[config.mk]
export PLATFORM = sky130hd
export DESIGN_NAME = voice_mixer
export DESIGN_NICKNAME = d
export VERILOG_FILES = /design/src/rtl/voice_mixer.sv
export SDC_FILE = /design/constraint.sdc
export NUM_CORES = 1
export LEC_CHECK = 0
export ABC_AREA = 1
export CAP_MARGIN = 25
export CORE_AREA = 4 4 215 217
export CTS_CLUSTER_DIAMETER = 150
export CTS_CLUSTER_SIZE = 16
export DETAILED_ROUTE_END_ITERATION = 16
export DIE_AREA = 0 0 219 221
export PLACE_DENSITY = 0.83
export RECOVER_POWER = 100
export SYNTH_ARGS = -nofsm -noshare
export SYNTH_HDL_FRONTEND = slang
export SYNTH_SLANG_ARGS = --single-unit
[constraint.sdc]
create_clock -name Clk -period 8.5 [get_ports Clk]
set_input_delay 1.275 -clock Clk [delete_from_list [all_inputs] [get_ports Clk]]
set_output_delay 1.275 -clock Clk [all_outputs]
set_load 0.02 [all_outputs]
[src/rtl/voice_mixer.sv]
// voice_mixer
//   Sample-rate mixing stage between the voice bank and the codec data path.
//   A rising edge of the (asynchronous) DAC lrck snapshots every voice sample,
//   per-voice gain, enable and the master volume. The voices are then
//   multiply-accumulated serially, one per clock, scaled by master volume,
//   shifted back down by 2*GAIN_W (floor), saturated to SAMPLE_W and presented
//   on mix_out with a one-cycle mix_valid strobe.
//
// Ports
//   Clk, Reset_n  : system clock, asynchronous active-low reset
//   lrck          : DAC left/right clock, asynchronous to Clk
//   voice_in      : NUM_VOICES signed samples, voice i at [i*SAMPLE_W +: SAMPLE_W]
//   voice_gain    : NUM_VOICES unsigned gains, voice i at [i*GAIN_W +: GAIN_W]
//   voice_en      : per-voice enable; a disabled voice contributes 0
//   master_vol    : unsigned master volume
//   flag_clr      : synchronous clear of clip/overrun (a same-cycle set wins)
//   mix_out       : signed mixed sample, held between updates
//   mix_valid     : one-cycle pulse when mix_out updates
//   busy          : high while a sample is being computed
//   clip          : sticky, an output sample saturated
//   overrun       : sticky, an lrck rise arrived while busy
module voice_mixer #(
    parameter int NUM_VOICES = 8,
    parameter int SAMPLE_W   = 16,
    parameter int GAIN_W     = 8
) (
    input  logic                           Clk,
    input  logic                           Reset_n,
    input  logic                           lrck,
    input  logic [NUM_VOICES*SAMPLE_W-1:0] voice_in,
    input  logic [NUM_VOICES*GAIN_W-1:0]   voice_gain,
    input  logic [NUM_VOICES-1:0]          voice_en,
    input  logic [GAIN_W-1:0]              master_vol,
    input  logic                           flag_clr,
    output logic [SAMPLE_W-1:0]            mix_out,
    output logic                           mix_valid,
    output logic                           busy,
    output logic                           clip,
    output logic                           overrun
);

    localparam int IDX_W  = $clog2(NUM_VOICES);
    localparam int PROD_W = SAMPLE_W + GAIN_W;
    localparam int ACC_W  = PROD_W + IDX_W;
    // Scaled product: accumulator times a zero-extended (GAIN_W+1)-bit volume.
    localparam int SCL_W  = ACC_W + GAIN_W + 1;

    localparam logic [IDX_W-1:0]        LAST_IDX = IDX_W'(NUM_VOICES - 1);
    localparam logic signed [SCL_W-1:0] S_MAX    = SCL_W'((1 << (SAMPLE_W - 1)) - 1);
    localparam logic signed [SCL_W-1:0] S_MIN    = -S_MAX - SCL_W'(1);

    typedef enum logic [1:0] {
        IDLE,
        ACCUM,
        SCALE,
        OUT
    } state_t;

    state_t state;

    // lrck synchronizer and rise detect
    logic lrck_s1, lrck_s2, lrck_prev;
    logic lrck_rise;

    // Snapshot of the inputs taken on the capture cycle
    logic [SAMPLE_W-1:0] voice_sh [NUM_VOICES];
    logic [GAIN_W-1:0]   gain_sh  [NUM_VOICES];
    logic [NUM_VOICES-1:0] en_sh;
    logic [GAIN_W-1:0]   mvol_sh;

    logic [IDX_W-1:0]        idx;
    logic signed [ACC_W-1:0] acc;
    logic signed [SCL_W-1:0] prod;

    // Datapath terms
    logic signed [ACC_W-1:0]  voice_ext, gain_ext, mac_term;
    logic signed [SCL_W-1:0]  acc_ext, mvol_ext, shifted;
    logic [SAMPLE_W-1:0]      sat_val;
    logic                     sat_hit;

    assign lrck_rise = lrck_s2 & ~lrck_prev;

    // Operands are widened to the accumulator width before multiplying so the
    // product is formed signed at full precision (16x9 bits always fits).
    always_comb begin
        voice_ext = {{(ACC_W-SAMPLE_W){voice_sh[idx][SAMPLE_W-1]}}, voice_sh[idx]};
        gain_ext  = {{(ACC_W-GAIN_W){1'b0}}, gain_sh[idx]};
        mac_term  = '0;
        if (en_sh[idx]) begin
            mac_term = voice_ext * gain_ext;
        end
    end

    always_comb begin
        acc_ext  = {{(SCL_W-ACC_W){acc[ACC_W-1]}}, acc};
        mvol_ext = {{(SCL_W-GAIN_W){1'b0}}, mvol_sh};
    end

    // Arithmetic shift floors toward -inf; then clamp to the output range.
    always_comb begin
        shifted = prod >>> (2 * GAIN_W);
        sat_hit = 1'b0;
        sat_val = shifted[SAMPLE_W-1:0];
        if (shifted > S_MAX) begin
            sat_val = {1'b0, {(SAMPLE_W-1){1'b1}}};
            sat_hit = 1'b1;
        end else if (shifted < S_MIN) begin
            sat_val = {1'b1, {(SAMPLE_W-1){1'b0}}};
            sat_hit = 1'b1;
        end
    end

    always_ff @(posedge Clk or negedge Reset_n) begin
        if (!Reset_n) begin
            state     <= IDLE;
            lrck_s1   <= 1'b0;
            lrck_s2   <= 1'b0;
            lrck_prev <= 1'b0;
            for (int unsigned i = 0; i < NUM_VOICES; i++) begin
                voice_sh[i] <= '0;
                gain_sh[i]  <= '0;
            end
            en_sh     <= '0;
            mvol_sh   <= '0;
            idx       <= '0;
            acc       <= '0;
            prod      <= '0;
            mix_out   <= '0;
            mix_valid <= 1'b0;
            busy      <= 1'b0;
            clip      <= 1'b0;
            overrun   <= 1'b0;
        end else begin
            lrck_s1   <= lrck;
            lrck_s2   <= lrck_s1;
            lrck_prev <= lrck_s2;
            mix_valid <= 1'b0;

            // Clear first so a set later in this block takes priority.
            if (flag_clr) begin
                clip    <= 1'b0;
                overrun <= 1'b0;
            end
            if (lrck_rise && (state != IDLE)) begin
                overrun <= 1'b1;
            end

            case (state)
                IDLE: begin
                    if (lrck_rise) begin
                        for (int unsigned i = 0; i < NUM_VOICES; i++) begin
                            voice_sh[i] <= voice_in[i*SAMPLE_W +: SAMPLE_W];
                            gain_sh[i]  <= voice_gain[i*GAIN_W +: GAIN_W];
                        end
                        en_sh   <= voice_en;
                        mvol_sh <= master_vol;
                        acc     <= '0;
                        idx     <= '0;
                        busy    <= 1'b1;
                        state   <= ACCUM;
                    end
                end
                ACCUM: begin
                    acc <= acc + mac_term;
                    idx <= idx + 1'b1;
                    if (idx == LAST_IDX) begin
                        state <= SCALE;
                    end
                end
                SCALE: begin
                    prod  <= acc_ext * mvol_ext;
                    state <= OUT;
                end
                OUT: begin
                    mix_out   <= sat_val;
                    mix_valid <= 1'b1;
                    if (sat_hit) begin
                        clip <= 1'b1;
                    end
                    busy  <= 1'b0;
                    state <= IDLE;
                end
                default: begin
                    busy  <= 1'b0;
                    state <= IDLE;
                end
            endcase
        end
    end

endmodule

* Yosys cells after proc, flatten, opt, wreduce, memory -nomap -nowiden
Index checks and enable logic that the tools add are counted.
** Operators by class
- $add $sub $neg :: 2
- Multipliers :: 2
- $lt $le $gt $ge :: 4
- Equality and inequality tests :: 6
- Mux-type cells :: 28
- Bitwise operators :: 3
- Reductions and logical operators :: 10
** Operators with widths (count)
- 2-to-1 mux 16 bit :: 4
- 2-to-1 mux 27 bit :: 2
- case mux 27 bit (2 select lines) :: 1
- binary-select mux 16 bit (select 3 bit) :: 1
- multiplier 27 x 9 -> 36 bit :: 1
- adder 27 bit :: 1
- multiplier 16 x 9 -> 25 bit :: 1
- binary-select mux 8 bit (select 3 bit) :: 1
- > comparator 20 x 16 -> 1 bit, second input constant :: 1
- < comparator 20 x 16 -> 1 bit, second input constant :: 1
- 2-to-1 mux 8 bit :: 2
- 2-to-1 mux 1 bit :: 10
- case mux 2 bit (4 select lines) :: 1
- AND reduction 2 bit :: 4
- nonzero test 2 bit :: 4
- case mux 3 bit (2 select lines) :: 1
- == test 2 bit, second input constant :: 2
- >= comparator 4 bit, second input constant :: 1
- < comparator 3 x 4 -> 1 bit, second input constant :: 1
- 2-to-1 mux 2 bit :: 2
- != test 2 bit, second input constant :: 2
- NOT 3 -> 4 bit :: 1
- adder 3 x 1 -> 3 bit, second input constant :: 1
- binary-select mux 1 bit (select 3 bit) :: 1
- other kinds (8) :: 8
** Word-level totals
- Register bits after elaboration :: 299
- Input port bits :: 212
- Word-level logic and storage cells :: 85

* Depth between registers and ports, before layout
Gate-level depths: netlist of run 1.
- Depth in word-level cells :: 8
- Mapped depth :: 43

* Worst setup path after synthesis of run 1
OpenSTA, ideal clock, no wires.
- Path type :: flip-flop to flip-flop
- Start :: register idx[0]
- End :: register acc[26]
- Library setup time :: 0.118 ns
- Data arrival time :: 6.350 ns
- Data required time :: 8.382 ns
- Setup slack :: 2.032 ns
- Stages on the path, launching flop included :: 41
- Buffers on the path :: 3
- Cells stage by stage :: dfrtp_1 -> buf_4 -> buf_4 -> buf_2 -> o21ai_0 -> o22ai_1 -> nand2_1 -> o21ai_2 -> inv_2 -> nor2_1 -> fa_1 -> inv_1 -> fa_1 -> inv_1 -> fa_1 -> inv_1 -> fa_1 -> inv_1 -> [... 5 more ...] -> a21oi_1 -> o21ai_1 -> nand2_1 -> nand2_1 -> nand2_1 -> nand2_1 -> nor2_1 -> ha_1 -> a21oi_1 -> o21ai_0 -> a21oi_1 -> nand2_1 -> a21oi_1 -> nand2_1 -> nand2_1 -> nand3_1 -> nand3_1 -> nand2_1
** Between the ends
- Longest elaborated chain between the ends :: 8
- Elaborated cells between the ends (all ways) :: 13
** Ends and longest elaborated chain
- start: declaration :: line 71 : logic [IDX_W-1:0] idx;
- start signal: assignment :: line 165 : idx <= idx + 1'b1;
- NOT 3 -> 4 bit (not written as such) :: line 86, 87
- binary-select mux 16 bit (select 3 bit) / binary-select mux 8 bit (select 3 bit) (equally long branches) :: line 86, 87
- 2-to-1 mux 16 bit (not written as such) / 2-to-1 mux 8 bit (equally long branches) (2 in a row) :: line 86, 87
- multiplier 16 x 9 -> 25 bit :: line 90 : mac_term = voice_ext * gain_ext;
- 2-to-1 mux 27 bit * :: line 89 : if (en_sh[idx]) begin
- adder 27 bit * :: line 164 : acc <= acc + mac_term;
- case mux 27 bit (2 select lines) * :: line 148 : case (state)
- end signal: assignment :: line 164
- end: declaration :: line 72 : logic signed [ACC_W-1:0] acc;
Every way passes the cells marked *; elsewhere a longest branch is shown, timed or not. The select of a mux whose other input is x is not followed.
A chain may end at the register's enable or synchronous reset.

* Final worst setup path of run 1
- Start :: register idx[0]
- End :: register acc[21]
Same word-level chain as after synthesis.

==> results of run 1 <==
flip-flops by register name, indices dropped and copies added (netlist names):
| signal | cells |
|---|---|
| acc | 27 |
| busy | 1 |
| clip | 1 |
| en_sh | 8 |
| gain_sh | 64 |
| idx | 3 |
| lrck_prev | 1 |
| lrck_s1 | 1 |
| lrck_s2 | 1 |
| mix_out | 16 |
| mix_valid | 1 |
| mvol_sh | 8 |
| overrun | 1 |
| prod | 20 |
| state | 2 |
| voice_sh | 128 |
synth_stat cells (2+ instances only):
| cell type | count | share of area [%] |
|---|---|---|
| o31ai_1 | 4 | 0.11 |
| o21a_1 | 2 | 0.057 |
| and3_1 | 2 | 0.047 |
| dfrtp_1 | 283 | 27 |
| o21bai_1 | 6 | 0.17 |
| nor3_1 | 9 | 0.17 |
| or2_1 | 2 | 0.047 |
| a31oi_1 | 10 | 0.24 |
| nor2_1 | 278 | 4.0 |
| buf_2 | 43 | 0.82 |
| fa_1 | 270 | 20 |
| and2_1 | 2 | 0.047 |
| xor2_1 | 12 | 0.40 |
| nand3_1 | 55 | 1.0 |
| a21o_1 | 9 | 0.26 |
| buf_4 | 6 | 0.17 |
| o22ai_1 | 65 | 1.5 |
| nor4_1 | 5 | 0.12 |
| inv_1 | 668 | 9.5 |
| a21oi_2 | 4 | 0.13 |
| inv_2 | 17 | 0.24 |
| o21ai_1 | 31 | 0.59 |
| o21ai_2 | 11 | 0.36 |
| o21ai_0 | 155 | 2.9 |
| nand2_1 | 1241 | 18 |
| ha_1 | 150 | 7.1 |
| nand2_2 | 8 | 0.19 |
| a21oi_1 | 98 | 1.9 |
| a211oi_1 | 2 | 0.057 |
| nand3_2 | 3 | 0.11 |
| clkbuf_1 | 88 | 1.3 |
| nand3b_1 | 8 | 0.23 |
| xnor2_1 | 14 | 0.46 |
| nand4_1 | 8 | 0.19 |
| buf_1 | 14 | 0.20 |
path summary, 6_finish.rpt:
path	from	end	cells after the start
min in group asynchronous	Reset_n	voice_sh[22]$_DFFE_PN0P_	1
worst min-delay path	lrck_s1$_DFF_PN0_	lrck_s2$_DFF_PN0_	0
worst max register to register	idx[0]$_DFFE_PN0P_	acc[21]$_DFFE_PN0P_	38
worst max-delay path	idx[0]$_DFFE_PN0P_	acc[21]$_DFFE_PN0P_	38
worst min register to register	lrck_s1$_DFF_PN0_	lrck_s2$_DFF_PN0_	0
max in group asynchronous	Reset_n	prod[32]$_DFFE_PN0P_	3
metrics by stage:
| step | hold WS, ns | worst slack [ns] | area [sq um] |
|---|---|---|---|
| after floorplan | 0.331 | 2.03 | 26400 |
| after global placement | 0.349 | 0.926 | 29000 |
| after detailed placement | 0.343 | 0.798 | 29000 |
| after CTS | 0.366 | 0.773 | 29600 |
| after global routing | 0.371 | 0.0697 | 29600 |
| final | 0.363 | 0.610 | 29600 |
critical path, delay by kind of cell (launching register included):
| family | cells | cell delay, ns |
|---|---|---|
| AND/OR/NAND/NOR | 16 | 1.67 |
| flip-flops | 1 | 0.37 |
| adder cells (fa/ha/maj) | 6 | 2.80 |
| buffers and inverters | 6 | 1.24 |
| AO/OA/AOI/OAI | 10 | 1.66 |
per-layer routing:
metal  global-route usage (%)  share of wire, %  vias to the layer above
li1                         -                 -                    11043
met1                     42.5                43                    11124
met2                     47.5                47                      956
met3                     4.31               7.9                      129
met4                     6.34               2.4                        2
met5                        0             0.018                        -
cell families (layout without fill, tap and decap cells):
group                      after synthesis  count (layout)  synth area share, %
buffers and inverters                  837             968                 12.2
adders and majority gates              420             420                 27.6
AOI/OAI and AO/OA                      404             404                 8.56
DFF                                    283             283                 26.8
and+or+nand+nor                       1624            1624                 23.9
xor gates and xnor gates                26              26                0.862
muxes                                    1               1               0.0426
other                                    0               1                    0
layout make-up:
type / count / area, sq um
clock buffer: 22 / 529
inverter: 685 / 2570
tap: 592 / 741
antenna: 1 / 2.50
multi-input combinational: 2475 / 16100
fill: 3769 / 14500
clock inverter: 2 / 16.3
timing repair buffer: 259 / 2580
sequential: 283 / 7080
==> impl_metrics.csv, run 1 <==
group,metric,value,unit
timing,slew_headroom,-163,%
grt,grt_max_degree,137,
worst_setup_path,cpPeakStageDelay,0.59,ns
synth,synthCells,3595,
finish,area_delta_synth_final,12.2,%
synth,ys_seq_area_share,26.8,%
timing,layout_min_cycle_time,7.89,ns
synth,async_reset_ff_share,100,%
floorplan,rows,77,
timing,fmax,127,MHz
cts,hold_buffers,0,
grt,grt_pass1_wl,117000,um
timing,setup_viol,0,
timing,tightest_slew,3.94,ns
detailed_routing,drt_iter0_drc,2057,
synth,synth_warnings,0,
grt,track_usage,29.4,%
synth,synth-seq-cells,283,
floorplan,io-pin-count,232,
timing,period_share,92.8,%
timing,finalMaxSlewViolations,252,
synth,synth_edf_count,0,
synth,ys.flop_type,"dfrtp_1",
job,drv_cap,4,
grt,antenna_found_initial,2,
cts,clockBufferDepth,3,
status,status,"complete, but fails checks",
place,gp_congestion,0.934,
place,portBuffers,231,
floorplan,core_area,44100,sq um
finish,fin_cells,4319,
cts,cts-resized-gates,0,
worst_hold_path,hold_path_class,"reg2reg",
cts,clkSinkCount,283,
worst_setup_path,crit_slowest_cell,"clkbuf_4",
synth,ys_types,47,
floorplan,design.die.area,48400,sq um
status,violations,"capacitance limit, slew limit",
synth,syn-num-nets,4227,
timing,grt_setup_unrepaired,"no",
floorplan,start_util,59.8,%
place,dp_cells,4289,
finish,nets,4357,
detailed_routing,ant_nets,0,
worst_setup_path,crit_path_frequent_cell,"nand2_1",
floorplan,die_h,221,um
cts,cts_setup_buffers,0,
worst_setup_path,critPathLaunchType,"flip-flop",
detailed_routing,avgViaCountPerCell,5.38,
detailed_routing,dr_total_vias,23254,
grt,gr-total-overflow,0,
detailed_routing,wl,70500,um
synth,syn_area,26400,sq um
worst_setup_path,cp.required,8.92,ns
worst_setup_path,end_kind,"flip-flop",
cts,clk_pin_slew,0.08,ns
timing,finalHoldViolations,0,
cts,cts_tree,"done",
cts,cts-root-buf,"clkbuf_16",
timing,tns,0,ns
finish,drive_above_1_share,2.60,%
cts,cts_max_level,1,
finish,layout_commonest_cell,"nand2_1",
worst_setup_path,cp_max_fo,68,
grt,grt_pass1_vias,23039,
floorplan,die_w,219,um
synth,avgSynthCellArea,7.35,sq um
cts,clock_latency,0.55,ns
detailed_routing,drcViolationCount,0,
finish,post-route-util,67.2,%
detailed_routing,drt_pre_antenna_iters,6,
place,dpl.hpwl,54800,um
timing,skew,0.0256,ns
finish,mostFrequentLayoutCells,"nand2_1, inv_1, dfrtp_1",
worst_setup_path,criticalPathCategory,"reg2reg",
worst_setup_path,critical_path_arrival,8.31,ns
detailed_routing,wl_per_cell,16.3,um
worst_setup_path,rrSetupSlack,0.61,ns
cts,cts_buffers,21,
Power of run 1 is not shown: default switching activity piles up to over one toggle a cycle in this logic, so the estimate is an artifact.
==> inputs of run 2 (changes only) <==
==> config.mk (replaced) <==
export PLATFORM = sky130hd
export DESIGN_NAME = voice_mixer
export DESIGN_NICKNAME = d
export VERILOG_FILES = /design/src/rtl/voice_mixer.sv
export SDC_FILE = /design/constraint.sdc
export NUM_CORES = 1
export LEC_CHECK = 0
export ABC_AREA = 0
export CAP_MARGIN = 25
export CORE_AREA = 4 4 209 211
export CTS_CLUSTER_DIAMETER = 120
export CTS_CLUSTER_SIZE = 16
export DETAILED_ROUTE_END_ITERATION = 16
export DIE_AREA = 0 0 213 215
export PLACE_DENSITY = 0.83
export RECOVER_POWER = 100
export SLEW_MARGIN = 20
export SYNTH_ARGS = -nofsm -noshare
export SYNTH_HDL_FRONTEND = slang
export SYNTH_SLANG_ARGS = --single-unit
==> run 2 against run 1 <==
The flow still finishes with violations (capacitance limit, slew limit). Global-route usage shrank 3.5 points. Final area down 4.0%. Critical path depth shrank 10. Clock skew down 0.0021 ns. Non-clock buffer count increased by 2. Worst setup slack gained 0.0060 ns. Core utilization is 0.99 points higher. Die area is 5.4% lower. First-iteration DRC count down 50%. Critical endpoint is now acc[19]$_DFFE_PN0P_.
==> impl_metrics.csv, run 2 <==
group,metric,value,unit
detailed_routing,avgViaCountPerCell,5.67,
place,dpl.hpwl,46100,um
detailed_routing,ant_nets,0,
place,portBuffers,231,
cts,cts-root-buf,"clkbuf_16",
floorplan,core_area,41800,sq um
timing,tightest_slew,5.62,ns
timing,fmax,127,MHz
floorplan,die_h,215,um
worst_setup_path,criticalPathCategory,"reg2reg",
worst_setup_path,regToRegStartpoint,"idx[0]$_DFFE_PN0P_",
cts,cts_buffers,22,
grt,antenna_found_initial,5,
floorplan,rows,75,
synth,synth_edf_count,0,
finish,regArea,7090,sq um
finish,area_delta_synth_final,14.1,%
cts,cts_max_level,1,
synth,ys_types,71,
worst_setup_path,cp.required,8.91,ns
status,status,"complete, but fails checks",
synth,ys_seq_area_share,28.4,%
worst_setup_path,critical_path_arrival,8.30,ns
worst_setup_path,r2r_end,"acc[19]$_DFFE_PN0P_",
timing,finalMaxSlewViolations,332,
timing,finalHoldViolations,0,
cts,clk_pin_slew,0.09,ns
timing,tns,0,ns
finish,multi_input_area,15900,sq um
timing,setup_viol,0,
cts,cts_tree,"done",
place,gp_congestion,0.918,
detailed_routing,drcViolationCount,0,
grt,grt_pass1_wl,96300,um
detailed_routing,dr_total_vias,17418,
detailed_routing,wl,58400,um
worst_hold_path,hold_path_class,"reg2reg",
detailed_routing,wl_per_cell,19.0,um
worst_setup_path,cp_max_fo,15,
worst_setup_path,end_kind,"flip-flop",
worst_setup_path,crit_path_frequent_cell,"fa_1",
grt,grt_pass1_vias,19249,
synth,ys_top_cells_by_area,"dfrtp_1, fa_1, mux2_2",
worst_setup_path,r2r_cells,28,
synth,synthTopCellsByCount,"inv_1, dfrtp_1, fa_1",
grt,top_usage_layer,"met2",
worst_setup_path,cp-startpoint,"idx[0]$_DFFE_PN0P_",
synth,synthCells,2328,
synth,ys.flop_type,"dfrtp_1",
grt,grt_max_degree,174,
cts,clock_latency,0.55,ns
finish,reg.largest.list,"voice_sh (128), gain_sh (64), acc (27)",
finish,layout_commonest_cell,"inv_1",
worst_setup_path,critPathLaunchType,"flip-flop",
grt,use_met1,34.0,%
finish,drive_above_1_share,14.1,%
finish,nFillCells,2979,
timing,grt_setup_unrepaired,"no",
synth,avgSynthCellArea,10.7,sq um
detailed_routing,drt_iter0_drc,1023,
worst_setup_path,endpoint,"acc[19]$_DFFE_PN0P_",
detailed_routing,drt_pre_antenna_iters,6,
synth,synth_warnings,0,
synth,yosysMostFrequentCell,"inv_1",
floorplan,design.die.area,45800,sq um
finish,mostFrequentLayoutCells,"inv_1, dfrtp_1, fa_1",
floorplan,start_util,59.7,%
grt,track_usage,25.8,%
timing,skew,0.0236,ns
synth,synth.top_cell.area_share,28.4,%
synth,yosysTopAreaCell,"dfrtp_1",
grt,grtUsageMet2,43.9,%
timing,slew_headroom,-275,%
timing,layout_min_cycle_time,7.88,ns
worst_setup_path,crit_slowest_cell,"dfrtp_4",
grt,met3_usage,5.12,%
grt,gr-total-overflow,0,
floorplan,die_w,213,um
floorplan,io-pin-count,232,
finish,largest_reg_flops,128,
finish,regMostFlops,"voice_sh",
worst_setup_path,rrSetupSlack,0.62,ns
cts,clkSinkCount,283,
timing,period_share,92.8,%
synth,async_reset_ff_share,100,%
synth,synth-seq-cells,283,
synth,syn-num-nets,2960,
job,drv_cap,3,
synth,syn_area,24900,sq um
cts,clockBufferDepth,3,
worst_setup_path,cpPeakStageDelay,0.65,ns
finish,nets,3159,
status,violations,"capacitance limit, slew limit",
run 2: changes by cell type in the layout (fill, tap and decap cells not counted), moves of 42 or more:
cell / before / now
nand2_1: 1242 / 194
inv_1: 667 / 411
mux2_2: 1 / 238
nor2_1: 277 / 80
and2_1: 2 / 132
o21ai_0: 161 / 59
o22ai_1: 65 / 3
mux4_2: 0 / 50
nand3_1: 55 / 13
run 2: worst max-delay path, delay by kind of cell, from the launching register on:
| kind | cells | cell delay [ns] |
|---|---|---|
| flip-flops | 1 | 0.65 |
| XOR/XNOR | 2 | 0.31 |
| multiplexers | 2 | 0.89 |
| AO/OA/AOI/OAI | 8 | 1.61 |
| buffers and inverters | 4 | 0.48 |
| adder cells (fa/ha/maj) | 6 | 2.55 |
| AND/OR/NAND/NOR | 6 | 1.19 |
run 2: logic make-up after synthesis:
kind of cell    after synthesis  synth area share (%)
compound gates              248                  6.64
flops                       283                  28.4
xor+xnor                     58                  2.04
mux                         304                  16.0
buf+inv                     497                  7.52
simple gates                517                  10.2
fa+ha+maj                   421                  29.2
run 2: timing repair:
item	4_1_cts	5_1_grt
setup endpoints to repair	0	4
resized for setup	0	2
hold buffers	0	0
buffers inserted	0	1
run 2: how the worst min path moves through the flow:
stage	start	endpoint	slack, ns	depth (start not counted)
final	lrck_s1$_DFF_PN0_	lrck_s2$_DFF_PN0_	0.36	0
after global placement	lrck_s1$_DFF_PN0_	lrck_s2$_DFF_PN0_	0.34	0
after floorplan	lrck_s1$_DFF_PN0_	lrck_s2$_DFF_PN0_	0.33	0
after global routing	lrck_s1$_DFF_PN0_	lrck_s2$_DFF_PN0_	0.35	0
after detailed placement	lrck_s1$_DFF_PN0_	lrck_s2$_DFF_PN0_	0.34	0
after CTS	lrck_s1$_DFF_PN0_	lrck_s2$_DFF_PN0_	0.36	0
run 2: metal layers:
| metal | wire length (um) | part of all wire [%] |
|---|---|---|
| met5 | 26 | 0.045 |
| met4 | 1780 | 3.0 |
| met3 | 3550 | 6.1 |
| met2 | 29100 | 50 |
| met1 | 23900 | 41 |
run 2: final cells by class:
cell class	instances	share of cell area [%]
timing repair buffer	261	9.06
inverter	411	5.42
antenna	3	0.0264
multi-input combinational	1548	56.0
clock inverter	3	0.193
tap	539	2.37
clock buffer	25	1.97
sequential	283	24.9
run 2: per-stage QoR:
step	hold slack [ns]	std cells	util, %	setup WS, ns	cell area, sq um
floorplan	0.331	2328	-	0.845	24900
global placement	0.343	3038	66.6	0.700	27800
detailed placement	0.341	3038	66.6	0.512	27800
CTS	0.355	3066	68.1	0.475	28400
global route	0.355	3071	68.1	0.0639	28400
finish	0.362	3073	68.1	0.616	28500
Power of run 2 is left out for the same reason.
==> inputs of run 3 (changes only) <==
--- a/config.mk
+++ b/config.mk
@@ -12,6 +12,7 @@
 export CTS_CLUSTER_SIZE = 16
 export DETAILED_ROUTE_END_ITERATION = 16
 export DIE_AREA = 0 0 213 215
+export GPL_TIMING_DRIVEN = 0
 export PLACE_DENSITY = 0.83
 export RECOVER_POWER = 100
 export SLEW_MARGIN = 20
==> run 3 against run 2 <==
The run still ends with capacitance limit, slew limit left. Core utilization up 0.57 points. Global-route usage up 3.3 points. Clock skew down 0.0032 ns. First-iteration DRC count down 11%. Via count up 2.9%. Critical path depth up 3. Non-clock buffer count up 60. Final area up 0.84%. Clock-buffer cell count down 3. Flip-flop and latch count unchanged.
==> impl_metrics.csv, run 3 (synthesized netlist as in run 2, its figures left out) <==
group,metric,value,unit
place,dpl.hpwl,52200,um
detailed_routing,wl_met3,4590,um
detailed_routing,wl_per_cell,20.6,um
grt,grt_pass1_wl,106000,um
finish,final_cell_area,28700,sq um
grt,grt_pass1_vias,20302,
timing,setup_viol,0,
floorplan,design.die.area,45800,sq um
grt,gr-total-overflow,0,
place,placed_area,28000,sq um
cts,clock_latency,0.57,ns
grt,track_usage,29.1,%
floorplan,start_util,59.7,%
detailed_routing,wl_met1,24600,um
detailed_routing,highest_layer,"met5",
detailed_routing,routed-wl-met2,32800,um
finish,regArea,7080,sq um
cts,cts-root-buf,"clkbuf_16",
finish,mostFrequentLayoutCells,"inv_1, dfrtp_1, fa_1",
worst_setup_path,regToRegStartpoint,"idx[0]$_DFFE_PN0P_",
timing,period_share,95.7,%
finish,nFillCells,3014,
detailed_routing,dr_total_vias,17927,
timing,holdWs,0.365,ns
worst_setup_path,cp_max_fo,10,
worst_setup_path,criticalPathCategory,"reg2reg",
cts,cts_max_level,1,
grt,grt_max_degree,106,
detailed_routing,drt_pre_antenna_iters,5,
worst_setup_path,cp-startpoint,"idx[0]$_DFFE_PN0P_",
place,gp_congestion,0.914,
finish,area_delta_synth_final,15.0,%
finish,layout_commonest_cell,"inv_1",
status,violations,"capacitance limit, slew limit",
worst_setup_path,endpoint,"acc[25]$_DFFE_PN0P_",
timing,fmax,123,MHz
finish,drive_above_1_share,13.9,%
worst_setup_path,r2r_end,"acc[25]$_DFFE_PN0P_",
finish,nets,3219,
worst_setup_path,critPathLaunchType,"flip-flop",
cts,clkSinkCount,283,
worst_setup_path,rrSetupSlack,0.36,ns
worst_setup_path,r2r_cells,31,
worst_setup_path,critical_path_arrival,8.58,ns
timing,finalMaxSlewViolations,290,
detailed_routing,drcViolationCount,0,
cts,cts_buffers,22,
detailed_routing,wl,64600,um
detailed_routing,avgViaCountPerCell,5.72,
worst_setup_path,cp.required,8.94,ns
worst_setup_path,crit_slowest_cell,"fa_1",
floorplan,die_h,215,um
finish,reg.largest.list,"voice_sh (128), gain_sh (64), acc (27)",
worst_hold_path,hold_path_class,"reg2reg",
cts,clk_pin_slew,0.09,ns
finish,regMostFlops,"voice_sh",
timing,skew,0.0204,ns
cts,cts_tree,"done",
floorplan,die_w,213,um
timing,slew_headroom,-265,%
timing,layout_min_cycle_time,8.14,ns
worst_setup_path,cpPeakStageDelay,0.53,ns
timing,finalHoldViolations,0,
finish,largest_reg_flops,128,
floorplan,rows,75,
timing,tightest_slew,5.47,ns
finish,multi_input_area,16000,sq um
cts,hold_buffers,0,
finish,post-route-util,68.7,%
place,portBuffers,231,
worst_setup_path,end_kind,"flip-flop",
detailed_routing,drt_iter0_drc,910,
floorplan,io-pin-count,232,
grt,antenna_found_initial,7,
status,status,"complete, but fails checks",
cts,clockBufferDepth,3,
detailed_routing,ant_nets,0,
job,drv_cap,4,
floorplan,core_area,41800,sq um
-- run 3: how the worst min path moves through the flow --
stage | from | to | depth (start not counted)
final | lrck_s1$_DFF_PN0_ | lrck_s2$_DFF_PN0_ | 0
after detailed placement | lrck_s1$_DFF_PN0_ | lrck_s2$_DFF_PN0_ | 0
after floorplan | lrck_s1$_DFF_PN0_ | lrck_s2$_DFF_PN0_ | 0
after global routing | lrck_s1$_DFF_PN0_ | lrck_s2$_DFF_PN0_ | 0
after CTS | lrck_s1$_DFF_PN0_ | lrck_s2$_DFF_PN0_ | 0
after global placement | lrck_s1$_DFF_PN0_ | lrck_s2$_DFF_PN0_ | 0
-- run 3: cell type report --
cell class,instances,area share [%]
multi-input cells,1548,55.9
flip-flops and latches,283,24.7
repair buffers,236,8.13
inverters,411,5.38
well taps,539,2.35
clock buffers,22,1.92
plain buffers,85,1.36
clock inverters,4,0.209
diodes,5,0.0436
-- run 3: what timing repair did --
item,CTS,global route
resized for setup,16,43
setup endpoints to repair,12,7
setup buffers,0,1
-- run 3: stage by stage --
step	instances	setup WS, ns	setup TNS [ns]
2_1_floorplan	2328	0.845	0
3_3_place_gp	3098	-5.72	-1610.27
3_5_place_dp	3102	-0.757	-5.26
4_1_cts	3128	0.0169	0
5_1_grt	3128	-0.00960	-0.0181
6_report	3133	0.365	0
-- run 3: critical path, delay by kind of cell (launching register included) --
kind            cells  cell delay, ns
compound gates      7            1.20
xor+xnor            2            0.32
fa+ha+maj           7            3.05
buf+inv             7            0.86
flops               1            0.45
mux                 2            0.90
simple gates        6            1.19
-- run 3: metal layers --
layer	vias up	global-route usage, %
met4	4	10.4
li1	8065	-
met1	9067	35.5
met2	633	50.8
met3	158	6.65
met5	-	0
Power of run 3 is left out for the same reason.
